===== src/rtl/bounded_counter_mon.sv =====
// bounded_counter_mon
//   Up/down counter with a programmable upper limit, saturate or wrap
//   behaviour at both ends, and a limit monitor that reports violations.
//
//   Optional assertions: define BOUNDED_COUNTER_MON_SVA_EN to compile
//   concurrent checks into the module. RTL behaviour is the same either way.
//
// Parameters
//   WIDTH        counter / limit width (2..32)
//   RESET_VAL    count after reset and after clr (must be <= RESET_LIMIT)
//   RESET_LIMIT  effective limit until limit_wr is first asserted
//
// Ports
//   clk, reset_n        clock (posedge) and async active-low reset
//   clr, load, load_val synchronous clear / load
//   en, up_dn, mode     count enable, direction (1=up), 0=saturate 1=wrap
//   limit_wr, limit_in  limit register write
//   err_clr             clears err_sticky
//   count, limit_q      current count and effective limit
//   at_limit, at_zero   boundary flags decoded from registers
//   ovf_pulse/unf_pulse one-cycle boundary event pulses
//   err_sticky          sticky limit-violation flag
module bounded_counter_mon #(
  parameter int WIDTH       = 8,
  parameter int RESET_VAL   = 0,
  parameter int RESET_LIMIT = 100
) (
  input  logic             clk,
  input  logic             reset_n,
  input  logic             clr,
  input  logic             load,
  input  logic [WIDTH-1:0] load_val,
  input  logic             en,
  input  logic             up_dn,
  input  logic             mode,
  input  logic             limit_wr,
  input  logic [WIDTH-1:0] limit_in,
  input  logic             err_clr,
  output logic [WIDTH-1:0] count,
  output logic [WIDTH-1:0] limit_q,
  output logic             at_limit,
  output logic             at_zero,
  output logic             ovf_pulse,
  output logic             unf_pulse,
  output logic             err_sticky
);

  localparam logic [WIDTH-1:0] RST_VAL = WIDTH'(RESET_VAL);
  localparam logic [WIDTH-1:0] RST_LIM = WIDTH'(RESET_LIMIT);

  logic [WIDTH-1:0] count_q, count_d;
  logic [WIDTH-1:0] limit_d;
  logic             ovf_q, ovf_d;
  logic             unf_q, unf_d;
  logic             err_q, err_d;
  logic             err_set;

  always_ff @(posedge clk or negedge reset_n) begin
    if (!reset_n) begin
      count_q <= RST_VAL;
      limit_q <= RST_LIM;
      ovf_q   <= 1'b0;
      unf_q   <= 1'b0;
      err_q   <= 1'b0;
    end else begin
      count_q <= count_d;
      limit_q <= limit_d;
      ovf_q   <= ovf_d;
      unf_q   <= unf_d;
      err_q   <= err_d;
    end
  end

  always_comb begin
    count_d = count_q;
    ovf_d   = 1'b0;
    unf_d   = 1'b0;
    err_set = 1'b0;

    // Count above limit only happens right after the limit was lowered;
    // pulling it back takes precedence over everything else.
    if (count_q > limit_q) begin
      count_d = limit_q;
      err_set = 1'b1;
    end else if (clr) begin
      count_d = RST_VAL;
    end else if (load) begin
      if (load_val <= limit_q) begin
        count_d = load_val;
      end else begin
        count_d = limit_q;
        err_set = 1'b1;
      end
    end else if (en) begin
      if (up_dn) begin
        if (count_q < limit_q) begin
          count_d = count_q + 1'b1;
        end else begin
          ovf_d = 1'b1;
          if (mode) count_d = '0;
        end
      end else begin
        if (count_q != '0) begin
          count_d = count_q - 1'b1;
        end else begin
          unf_d = 1'b1;
          // With limit_q == 0 this reloads 0, so wrap degenerates to saturate.
          if (mode) count_d = limit_q;
        end
      end
    end

    // Count update above already used the old limit; the new one takes
    // effect from the next cycle.
    limit_d = limit_wr ? limit_in : limit_q;

    if (err_set)      err_d = 1'b1;
    else if (err_clr) err_d = 1'b0;
    else              err_d = err_q;
  end

  assign count      = count_q;
  assign at_limit   = (count_q == limit_q);
  assign at_zero    = (count_q == '0);
  assign ovf_pulse  = ovf_q;
  assign unf_pulse  = unf_q;
  assign err_sticky = err_q;

`ifdef BOUNDED_COUNTER_MON_SVA_EN
  // Exempt the cycle after a limit write that lowered the limit.
  a_count_bounded: assert property (@(posedge clk) disable iff (!reset_n)
    (count_q <= limit_q) ||
    ($past(limit_wr) && (limit_q < $past(limit_q))))
    else $error("bounded_counter_mon: count %0d above limit %0d", count_q, limit_q);

  a_pulse_excl: assert property (@(posedge clk) disable iff (!reset_n)
    !(ovf_q && unf_q))
    else $error("bounded_counter_mon: ovf_pulse and unf_pulse both high");

  a_err_hold: assert property (@(posedge clk) disable iff (!reset_n)
    (err_q && !err_clr) |=> err_q)
    else $error("bounded_counter_mon: err_sticky dropped without err_clr");

  a_sat_step: assert property (@(posedge clk) disable iff (!reset_n)
    (!mode && !clr && !load && !limit_wr && (count_q <= limit_q)) |=>
      ((count_q == $past(count_q)) ||
       ({1'b0, count_q} == {1'b0, $past(count_q)} + 1'b1) ||
       ({1'b0, count_q} + 1'b1 == {1'b0, $past(count_q)})))
    else $error("bounded_counter_mon: saturate-mode step larger than 1");
`endif

endmodule


===== config.mk =====
export PLATFORM = sky130hd
export DESIGN_NAME = bounded_counter_mon
export DESIGN_NICKNAME = d
export VERILOG_FILES = /design/src/rtl/bounded_counter_mon.sv
export SDC_FILE = /design/constraint.sdc
export NUM_CORES = 1
export LEC_CHECK = 0
export BUFFER_PORTS_ARGS = -buffer_cell sky130_fd_sc_hd__buf_2
export CELL_PAD_IN_SITES_DETAIL_PLACEMENT = 1
export CELL_PAD_IN_SITES_GLOBAL_PLACEMENT = 1
export CORE_MARGIN = 2
export CORE_UTILIZATION = 42
export CTS_CLUSTER_SIZE = 20
export DETAILED_ROUTE_END_ITERATION = 7
export MAX_ROUTING_LAYER = met4
export PLACE_DENSITY_LB_ADDON = 0.1
export SKIP_LAST_GASP = 1
export SLEW_MARGIN = 10
export SYNTH_ARGS = -nofsm -noshare
export SYNTH_HDL_FRONTEND = slang
export SYNTH_SLANG_ARGS = --single-unit

===== constraint.sdc =====
create_clock -name clk -period 4.4 [get_ports clk]
set_clock_uncertainty 0.15 [all_clocks]
set_input_delay 0.88 -clock clk [delete_from_list [all_inputs] [get_ports clk]]
set_output_delay 0.88 -clock clk [all_outputs]
set_load 0.005 [all_outputs]

==> qor.txt <==
routed vias: 1882
CTS clk-pin slew, worst paths: 0.07 ns
Worst EP required: 3.37 ns
syn nets: 260
maximum fanout along the worst path: 5
Cell variety after synth: 45
Peak VDD IR: 147 uV
hold buffers post-CTS: 0
Synth Instances: 216
Cell Area, Synth: 1830 sq um
yosys warns: 0
most common cell after layout, fill and taps aside: buf_2
r2r setup slk: 1.39 ns
dpl cells: 303
antenna-violating nets left: 0
final hold vios: 0
initial antenna violation count: 0
Final Slew Violations: 0
1st-pass router iterations: 4
CP Data Arrival Time: 1.98 ns
Post-synth ARST share: 1.00
LEAKAGE: 0.996 nW
post-layout minimum cycle time: 3.01 ns
Yosys reg bits: 19
leading area contributor after synthesis: dfrtp_1
Final nets: 300
Die Height: 70.1 microns
Worst setup EP type: output port
Avg Synthesized Cell Area: 8.49 sq um
setup repair bufs after CTS: 0
Hold WC Path Type: reg2reg
total gr overflow: 0
clock root cell: clkbuf_8
maxcap violations: 0
fraction of layout cells with a size suffix above 1: 0.231
vias in the first global route: 1975
highest-count cells in the layout ignoring fill and taps: 45 x buf_2, 19 x ha_1, 16 x a211oi_1, 16 x dfrtp_1
Ant. Diodes: 0
Num CTS Buffers: 3
Hold WS: 0.359 ns
final setup TNS: 0 ns
Final Cycle Share: 0.685
Crit Path Category: reg2out
first-pass GRT wire length: 10300 microns
wire length per cell: 19.7 microns
Worst-Margin Slew: 0.811 ns
# DRC: 0
worst skew pair latency: 0.25 ns
largest net degree at the start of global routing: 20
Total GRT Usage: 0.271
drt total wl: 6040 microns
I/O Buffers: 45
status: finished, final reports clean
I/O pins: 46
GPL Wtd Cong: 0.821
utilization after layout: 0.495
pwr/cell area: 500 nW/um^2
Post-synth EDFFs: 0
Seq/Total Area, Yosys: 0.261
share of the synthesized area in the top cell type: 0.218
Die ar.: 4910 sq um
RSZ-0062 raised after global routing: false
DRT iter0 DRCs: 72
Clock Sink Count: 19
register area: 479 sq um
CP startpoint kind: register
Via density: 6.13
Die W: 70.1 microns
hpwl dp: 4700 microns
Max Root-Sink Buffers: 2
Max-slew headroom: 0.456
TritonCTS clock tree: yes
final instance area: 2110 sq um
cells resized by post-CTS repair: 0
fillers: 536
top post-synthesis cells by area: dfrtp_1 22%, ha_1 13%, a211oi_1 6.6%
synthesis-to-layout area growth: 15.1%
H-tree depth: 1
initial core utilization: 0.430
Post-Layout Cell Count: 307
Fmax: 332 MHz
final setup vio count: 0
Placed Area: 2060 sq um
CORE AREA: 4260 sq um
floorplan row count: 24
Top FF cell, synth: dfrtp_1
multi-input logic area: 1230 sq um
-- final timing paths --
check                                            start                      to  cells past startpoint
worst max-delay path            limit_q[6]$_DFFE_PN1P_                at_limit                      5
worst min-delay path            err_sticky$_DFFE_PN0P_  err_sticky$_DFFE_PN0P_                      2
worst max register to register  limit_q[6]$_DFFE_PN1P_    count[3]$_DFFE_PN0P_                      8
worst min register to register  err_sticky$_DFFE_PN0P_  err_sticky$_DFFE_PN0P_                      2
max in group asynchronous                      reset_n  limit_q[2]$_DFFE_PN1P_                      1
min in group asynchronous                      reset_n     unf_pulse$_DFF_PN0_                      1
-- flip-flops by register name, indices dropped and copies added, names as in the netlist --
register and flops:
ovf_pulse 1, unf_pulse 1, limit_q 8, err_sticky 1
count 8
-- worst max-delay path, stage by stage, from the launching register on --
cell and delay (ns):
dfstp_2 0.58, inv_1 0.10, ha_1 0.34, nand4_1 0.18, nor2_1 0.35, buf_2 0.18
-- routing by layer --
metal	up-vias	routed length (microns)	track usage
met1	917	2730	0.357
li1	901	-	-
met4	0	51	0.0470
met5	-	0	-
met3	5	240	0.0202
met2	59	3020	0.463
-- metrics by stage --
stage          total power (W)  setup WS [ns]
2_1_floorplan         0.000742           1.78
6_report               0.00105           1.39
5_1_grt                0.00116           1.21
3_5_place_dp          0.000925           1.33
4_1_cts                0.00106           1.37
3_3_place_gp          0.000905           1.36
-- cells in the mapped netlist, types with 2 or more instances --
cell,instances
inv_1,15
clkbuf_1,6
nand4_1,5
o211ai_1,3
dfstp_2,3
nor3_1,9
ha_1,19
nor2_1,15
o31ai_1,7
a32oi_1,7
xnor2_1,6
mux2_2,2
nand2b_1,2
nand3_1,7
and3_1,5
buf_2,2
a21o_1,2
dfrtp_1,16
a21oi_1,14
o21ai_0,10
o21a_1,3
a21oi_2,2
nand2_1,11
xor2_1,4
a211oi_1,16
buf_6,3
nor2b_1,4
-- cell families (layout without fill, tap and decap cells) --
kind of cell	Yosys count	in the layout	synth area share
AOI/OAI and AO/OA	77	77	0.300
xor gates and xnor gates	10	10	0.0478
adders and majority gates	19	19	0.130
buffers and inverters	26	65	0.0669
DFF	19	19	0.261
muxes	3	3	0.0177
and+or+nand+nor	62	62	0.177
-- power by group --
| group | leakage, nW | switching (W) | total (W) | internal, W |
|---|---|---|---|---|
| combinational | 0.740 | 0.000347 | 0.000610 | 0.000262 |
| clock | 0.0228 | 0.0000576 | 0.000122 | 0.0000642 |
| sequential | 0.234 | 0.000106 | 0.000323 | 0.000217 |
-- layout make-up --
type,instances,area share
clock buffers,4,0.0214
inverters,15,0.0267
multi-input cells,171,0.584
flip-flops and latches,19,0.227
well taps,52,0.0308
repair buffers,46,0.110
No activity file was read; power rests on OpenSTA's default activity.
